[config.mk]
export PLATFORM = sky130hd
export DESIGN_NAME = alu8b_arbiter
export DESIGN_NICKNAME = d
export VERILOG_FILES = /design/src/rtl/alu8b_pkg.sv /design/src/rtl/alu8b_rr_pick.sv /design/src/rtl/alu8b_arbiter.sv
export SDC_FILE = /design/constraint.sdc
export NUM_CORES = 1
export LEC_CHECK = 0
export CAP_MARGIN = 20
export CORE_UTILIZATION = 40
export DETAILED_ROUTE_END_ITERATION = 10
export GPL_TIMING_DRIVEN = 0
export MAX_ROUTING_LAYER = met4
export PLACE_DENSITY = 0.72
export SYNTH_ARGS = -nofsm -noshare
export SYNTH_HDL_FRONTEND = slang
export SYNTH_SLANG_ARGS = --single-unit
export TNS_END_PERCENT = 50
[constraint.sdc]
create_clock -name clk -period 12.2 [get_ports clk]
set_input_delay 2.44 -clock clk [delete_from_list [all_inputs] [get_ports clk]]
set_output_delay 2.44 -clock clk [all_outputs]
set_load 0.005 [all_outputs]
[src/rtl/alu8b_pkg.sv]
// -----------------------------------------------------------------------------
// alu8b_pkg
// Shared definitions for the alu8b arbiter slice:
//   DATA_W / OP_W        : operand and opcode widths of alu8b
//   arb_state_e          : arbiter FSM states (IDLE, WAIT, RESP)
//   ALU_OP_RST / ALU_DATA_RST : reset values of the registered ALU drive
//   wrap_inc()           : modulo-n increment used for the round-robin pointer
// -----------------------------------------------------------------------------
package alu8b_pkg;

  localparam int DATA_W = 8;
  localparam int OP_W   = 8;

  typedef enum logic [1:0] {
    IDLE = 2'd0,
    WAIT = 2'd1,
    RESP = 2'd2
  } arb_state_e;

  localparam logic [OP_W-1:0]   ALU_OP_RST   = '0;
  localparam logic [DATA_W-1:0] ALU_DATA_RST = '0;

  // (v + 1) mod n for 0 <= v < n
  function automatic int wrap_inc(input int v, input int n);
    return (v + 1 >= n) ? 0 : v + 1;
  endfunction

endpackage

[src/rtl/alu8b_rr_pick.sv]
// -----------------------------------------------------------------------------
// alu8b_rr_pick
// Combinational round-robin picker: finds the first set bit of valid_i
// searching upward from ptr_i, modulo NREQ.
// Optional feature macro: ALU_ARB_PRIO0_EN -- when defined, requester 0 wins
// whenever it is valid and the round-robin search covers requesters 1..NREQ-1.
// Ports:
//   ptr_i   : search start index
//   valid_i : per-requester valid
//   gnt_o   : one-hot grant (all zero when nothing is valid)
//   idx_o   : index of the granted requester
//   any_o   : at least one requester is valid
// -----------------------------------------------------------------------------
module alu8b_rr_pick
  import alu8b_pkg::*;
#(
  parameter int NREQ  = 4,
  parameter int IDX_W = $clog2(NREQ)
) (
  input  logic [IDX_W-1:0] ptr_i,
  input  logic [NREQ-1:0]  valid_i,
  output logic [NREQ-1:0]  gnt_o,
  output logic [IDX_W-1:0] idx_o,
  output logic             any_o
);

`ifdef ALU_ARB_PRIO0_EN
  localparam bit PRIO0 = 1'b1;
`else
  localparam bit PRIO0 = 1'b0;
`endif

  int   cand;
  logic found;

  always_comb begin
    gnt_o = '0;
    idx_o = '0;
    found = 1'b0;
    cand  = 0;
    if (PRIO0 && valid_i[0]) begin
      gnt_o[0] = 1'b1;
      found    = 1'b1;
    end
    for (int k = 0; k < NREQ; k++) begin
      cand = int'(ptr_i) + k;
      if (cand >= NREQ) cand = cand - NREQ;
      // With priority-0 enabled, requester 0 is excluded from the rotation.
      if (!found && valid_i[IDX_W'(cand)] && (!PRIO0 || cand != 0)) begin
        gnt_o[IDX_W'(cand)] = 1'b1;
        idx_o               = IDX_W'(cand);
        found               = 1'b1;
      end
    end
    any_o = found;
  end

endmodule

[src/rtl/alu8b_arbiter.sv]
// -----------------------------------------------------------------------------
// alu8b_arbiter
// Shares one registered alu8b between NREQ requesters. One operation is in
// flight at a time: IDLE grants a requester and registers its payload onto the
// ALU inputs, WAIT covers the ALU latency (ALU_LAT+1 cycles), RESP presents the
// captured result until the granted requester accepts it.
// Optional feature macro: ALU_ARB_PRIO0_EN (requester 0 has fixed priority,
// the pointer then only advances on grants to requesters 1..NREQ-1).
// Ports:
//   clk, rst_n          : clock, asynchronous active-low reset
//   req_valid/req_ready : per-requester request handshake (ready one-hot)
//   req_opcode/a/b      : packed payloads, requester i on [8i+7:8i]
//   rsp_valid/rsp_ready : per-requester response handshake (valid one-hot)
//   rsp_z               : captured ALU result, common to all requesters
//   alu_opcode/a/b      : registered drive to alu8b
//   alu_z               : alu8b result
//   busy                : FSM not in IDLE
// -----------------------------------------------------------------------------
module alu8b_arbiter
  import alu8b_pkg::*;
#(
  parameter int NREQ    = 4,
  parameter int ALU_LAT = 1
) (
  input  logic                   clk,
  input  logic                   rst_n,
  input  logic [NREQ-1:0]        req_valid,
  output logic [NREQ-1:0]        req_ready,
  input  logic [OP_W*NREQ-1:0]   req_opcode,
  input  logic [DATA_W*NREQ-1:0] req_a,
  input  logic [DATA_W*NREQ-1:0] req_b,
  output logic [NREQ-1:0]        rsp_valid,
  input  logic [NREQ-1:0]        rsp_ready,
  output logic [DATA_W-1:0]      rsp_z,
  output logic [OP_W-1:0]        alu_opcode,
  output logic [DATA_W-1:0]      alu_a,
  output logic [DATA_W-1:0]      alu_b,
  input  logic [DATA_W-1:0]      alu_z,
  output logic                   busy
);

  localparam int IDX_W = $clog2(NREQ);
  localparam int CNT_W = (ALU_LAT < 1) ? 1 : $clog2(ALU_LAT + 1);

`ifdef ALU_ARB_PRIO0_EN
  localparam bit PRIO0 = 1'b1;
`else
  localparam bit PRIO0 = 1'b0;
`endif

  arb_state_e        state_q, state_d;
  logic [IDX_W-1:0]  ptr_q, ptr_d;
  logic [IDX_W-1:0]  gnt_q, gnt_d;
  logic [CNT_W-1:0]  cnt_q, cnt_d;
  logic [DATA_W-1:0] rsp_z_q, rsp_z_d;
  logic [OP_W-1:0]   alu_op_q, alu_op_d;
  logic [DATA_W-1:0] alu_a_q, alu_a_d;
  logic [DATA_W-1:0] alu_b_q, alu_b_d;

  logic [NREQ-1:0]   pick_gnt;
  logic [IDX_W-1:0]  pick_idx;
  logic              pick_any;

  alu8b_rr_pick #(
    .NREQ  (NREQ),
    .IDX_W (IDX_W)
  ) u_pick (
    .ptr_i   (ptr_q),
    .valid_i (req_valid),
    .gnt_o   (pick_gnt),
    .idx_o   (pick_idx),
    .any_o   (pick_any)
  );

  // State register
  always_ff @(posedge clk or negedge rst_n) begin
    if (!rst_n) state_q <= IDLE;
    else        state_q <= state_d;
  end

  // Next-state logic; in IDLE a valid pick is always an accepted handshake
  always_comb begin
    state_d = state_q;
    case (state_q)
      IDLE:    if (pick_any)              state_d = WAIT;
      WAIT:    if (cnt_q == '0)           state_d = RESP;
      RESP:    if (rsp_ready[gnt_q])      state_d = IDLE;
      default:                            state_d = IDLE;
    endcase
  end

  // Outputs; req_ready is also held low while reset is asserted
  always_comb begin
    req_ready = '0;
    rsp_valid = '0;
    busy      = (state_q != IDLE);
    if (state_q == IDLE && rst_n) req_ready = pick_gnt;
    if (state_q == RESP)          rsp_valid = NREQ'(1) << gnt_q;
  end

  // Datapath and bookkeeping next-state
  always_comb begin
    ptr_d    = ptr_q;
    gnt_d    = gnt_q;
    cnt_d    = cnt_q;
    rsp_z_d  = rsp_z_q;
    alu_op_d = alu_op_q;
    alu_a_d  = alu_a_q;
    alu_b_d  = alu_b_q;
    case (state_q)
      IDLE: begin
        if (pick_any) begin
          gnt_d    = pick_idx;
          cnt_d    = CNT_W'(ALU_LAT);
          alu_op_d = req_opcode[int'(pick_idx)*OP_W +: OP_W];
          alu_a_d  = req_a[int'(pick_idx)*DATA_W +: DATA_W];
          alu_b_d  = req_b[int'(pick_idx)*DATA_W +: DATA_W];
        end
      end
      WAIT: begin
        // alu_z reflects the held inputs once the count has run out
        if (cnt_q == '0) rsp_z_d = alu_z;
        else             cnt_d   = cnt_q - 1'b1;
      end
      RESP: begin
        if (rsp_ready[gnt_q] && !(PRIO0 && gnt_q == '0))
          ptr_d = IDX_W'(wrap_inc(int'(gnt_q), NREQ));
      end
      default: ;
    endcase
  end

  always_ff @(posedge clk or negedge rst_n) begin
    if (!rst_n) begin
      ptr_q    <= '0;
      gnt_q    <= '0;
      cnt_q    <= '0;
      rsp_z_q  <= ALU_DATA_RST;
      alu_op_q <= ALU_OP_RST;
      alu_a_q  <= ALU_DATA_RST;
      alu_b_q  <= ALU_DATA_RST;
    end else begin
      ptr_q    <= ptr_d;
      gnt_q    <= gnt_d;
      cnt_q    <= cnt_d;
      rsp_z_q  <= rsp_z_d;
      alu_op_q <= alu_op_d;
      alu_a_q  <= alu_a_d;
      alu_b_q  <= alu_b_d;
    end
  end

  assign rsp_z      = rsp_z_q;
  assign alu_opcode = alu_op_q;
  assign alu_a      = alu_a_q;
  assign alu_b      = alu_b_q;

endmodule

==> results.sh <==
export IMPL_synthDistinctLibCells=50
export IMPL_worstSkewPairLatency_ps=310
export IMPL_grt_usage_pct=29.7
export IMPL_critical_path_max_fanout=10
export IMPL_cts_setup_buffers=0
export IMPL_grt_max_degree=26
export IMPL_rows=36
export IMPL_timing_slew_headroom_pct=48.9
export IMPL_die_h_um=103
export IMPL_cts_root_buf="clkbuf_8"
export IMPL_post_place_ws_ps=4400
export IMPL_worstSetupStartpointType="input port"
export IMPL_whs_endpoint="rsp_z[1]$_DFFE_PN0P_"
export IMPL_p_sw_mw=0.710
export IMPL_cts_buffers=5
export IMPL_via_count=4840
export IMPL_h_tree_depth=2
export IMPL_cts_tree="done"
export IMPL_grt_pass1_vias=4547
export IMPL_die_area_um2=10600
export IMPL_netlist_area_um2=4080
export IMPL_io_buffer_count=154
export IMPL_seq_power_share_pct=17.0
export IMPL_reg2reg_depth=12
export IMPL_coreArea_um2=9820
export IMPL_power_share_clock_pct=6.7
export IMPL_avgSynthCellArea_um2=8.05
export IMPL_dp_hpwl_um=11500
export IMPL_crit_type="in -> out"
export IMPL_start_util_pct=41.6
export IMPL_finClkSkew_ps=8.16
export IMPL_timing_critical_path_mode_cell="clkdlybuf4s50_1"
export IMPL_reg2reg_to="alu_opcode[6]$_DFFE_PN0P_"
export IMPL_crit_cells=9
export IMPL_final_common_cell="clkdlybuf4s50_1"
export IMPL_nets=795
export IMPL_worstHoldStart="rsp_z[1]$_DFFE_PN0P_"
export IMPL_maxCapViolations=0
export IMPL_fin_crit_sh_pct=64.3
export IMPL_post_route_util_pct=60.1
export IMPL_power_density_nw_per_um2=243
export IMPL_diodes=0
export IMPL_cts_resized=0
export IMPL_worstSetupEndpointType="output pin"
export IMPL_worstPathRequired_ps=9760
export IMPL_rsz0062_at_grt="false"
export IMPL_path_cells="clkdlybuf4s50_1 -> buf_2 -> mux4_2 -> nor2b_2 -> clkbuf_1 -> a221o_1 -> o21ai_0 -> a21oi_1 -> clkdlybuf4s50_1"
export IMPL_leakagePower_nw=2.33
export IMPL_post_place_cells=795
export IMPL_ys_ff_latch=39
export IMPL_firstDrtPassIters=6
export IMPL_wl_per_cell_um=19.1
export IMPL_cp_arrival_ps=5400
export IMPL_max_stage_delay_ps=590
export IMPL_holdWs_ps=513
export IMPL_die_w_um=103
export IMPL_clockBufferDepth=2
export IMPL_worst_slack_ps=4360
export IMPL_wirelength_um=15400
export IMPL_ioPinCount=155
export IMPL_crit_reg2reg_launch="ptr_q[0]$_DFFE_PN0P_"
export IMPL_yosysSeqAreaShare_pct=23.9
export IMPL_ir_worst_vdd_mv=0.101
export IMPL_antenna_found_initial=0
export IMPL_cp_num_buf_inv=4
export IMPL_synth_top_flop_cell="dfrtp_1"
export IMPL_async_flop_share_pct=100
export IMPL_clock_fmax_ghz=0.128
export IMPL_yosysWarnings=0
export IMPL_cpMaxStageDelayCell="mux4_2"
export IMPL_hold_class="reg -> reg"
export IMPL_whs_path_depth=1
export IMPL_tns_ps=0
export IMPL_vias_per_cell=6.03
export IMPL_area_growth_pct=44.5
export IMPL_grt_ovfl_total=0
export IMPL_antenna_left=0
export IMPL_p_int_mw=0.726
export IMPL_dr_first_iter_drc_count=406
export IMPL_outcome="completed"
export IMPL_synth_edf_count=0
export IMPL_drive_gt1_share_pct=9.85
export IMPL_pwr_share_comb_pct=76.3
export IMPL_fin_crit_ps=7840
export IMPL_post_cts_hold_buffer_count=0
export IMPL_clock_sinks=39
export IMPL_worstMarginPinSlew_ps=764
export IMPL_p_sw_share_pct=49.5
export IMPL_drcViolationCount=0
export IMPL_final_cell_mix="clkdlybuf4s50_1 (153), nand2_1 (81), dfrtp_1 (39), nor2_1 (37), mux2i_1 (32)"
export IMPL_place_gp_congestion=0.907
export IMPL_drv_slew=0
export IMPL_grt_pass1_wl_um=23500
export IMPL_final_cells=803
export IMPL_clkSlewWorstSetupHoldPaths_ps=90
export IMPL_setup_viol=0
export IMPL_r2r_slack_ps=7740
export IMPL_finalHoldViolCount=0
export IMPL_syn_num_nets=633
export IMPL_crit_family="buffers and inverters"
export IMPL_synthCells=507
==> how the worst max path moves through the flow <==
| stage | end | start |
|---|---|---|
| floorplan | req_ready[0] | req_valid[1] |
| global placement | req_ready[1] | rst_n |
| detailed placement | req_ready[0] | req_valid[1] |
| CTS | req_ready[0] | req_valid[1] |
| global route | req_ready[0] | req_valid[1] |
| finish | req_ready[0] | req_valid[1] |
==> routing by layer <==
layer	wire [um]	up-vias	GRT usage [%]
met5	0	-	-
met4	194	0	8.23
met3	1060	22	2.85
met2	7410	232	47.0
met1	6700	2326	40.5
li1	-	2260	-
==> power groups by stage <==
stage / registers [mW] / logic (mW) / clock network, mW
final: 0.243 / 1.10 / 0.0967
after global routing: 0.252 / 1.19 / 0.103
after CTS: 0.244 / 1.08 / 0.0975
after detailed placement: 0.246 / 1.08 / 0
after global placement: 0.244 / 1.06 / 0
after floorplan: 0.244 / 0.695 / 0
==> cells in the mapped netlist, types with 4 or more instances <==
cell type   n  area, um^2
and2_1      4        25.0
a21oi_1    27         135
mux2i_1    32         320
a211oi_1   25         188
a221o_1     7        70.1
nor4_1     16         100
mux2_2     16         180
mux4_2      5         113
o21a_1      4        30.0
a22o_1     31         272
nor2_1     37         139
nand3_1    27         135
o21ai_0    25         125
inv_1       7        26.3
buf_2      13        65.1
ha_1       12         150
a221oi_1   29         254
nand2_1    81         304
dfrtp_1    39         976
clkbuf_1   16        60.1
buf_4       7        52.6
nand2b_1    4        25.0
==> state kept, by name, indices dropped and copies added (netlist names) <==
name        count
ptr_q           2
cnt_q           1
rsp_z           8
alu_a           8
alu_b           8
alu_opcode      8
gnt_q           2
state_q         2
==> through the flow <==
step / area (um^2) / power [mW]
floorplan: 4080 / 0.939
detailed placement: 5810 / 1.33
CTS: 5900 / 1.42
finish: 5900 / 1.44
global route: 5900 / 1.54
global placement: 5790 / 1.30
==> final cells by class <==
| type | count | area (um^2) |
|---|---|---|
| tap | 133 | 166 |
| clock inverter | 3 | 25.0 |
| fill | 917 | 3920 |
| sequential | 39 | 976 |
| inverter | 8 | 30.0 |
| buffer | 41 | 211 |
| multi-input combinational | 419 | 2870 |
| clock buffer | 5 | 68.8 |
| timing repair buffer | 155 | 1560 |
==> cells by family after synthesis <==
group                    share of synthesized area [%]
AO/OA/AOI/OAI                                     29.6
adder cells (fa/ha/maj)                           3.68
buffers and inverters                             5.91
flip-flops                                        23.9
multiplexers                                      15.6
AND/OR/NAND/NOR                                   21.3
Power figures use the tool's default switching activity.
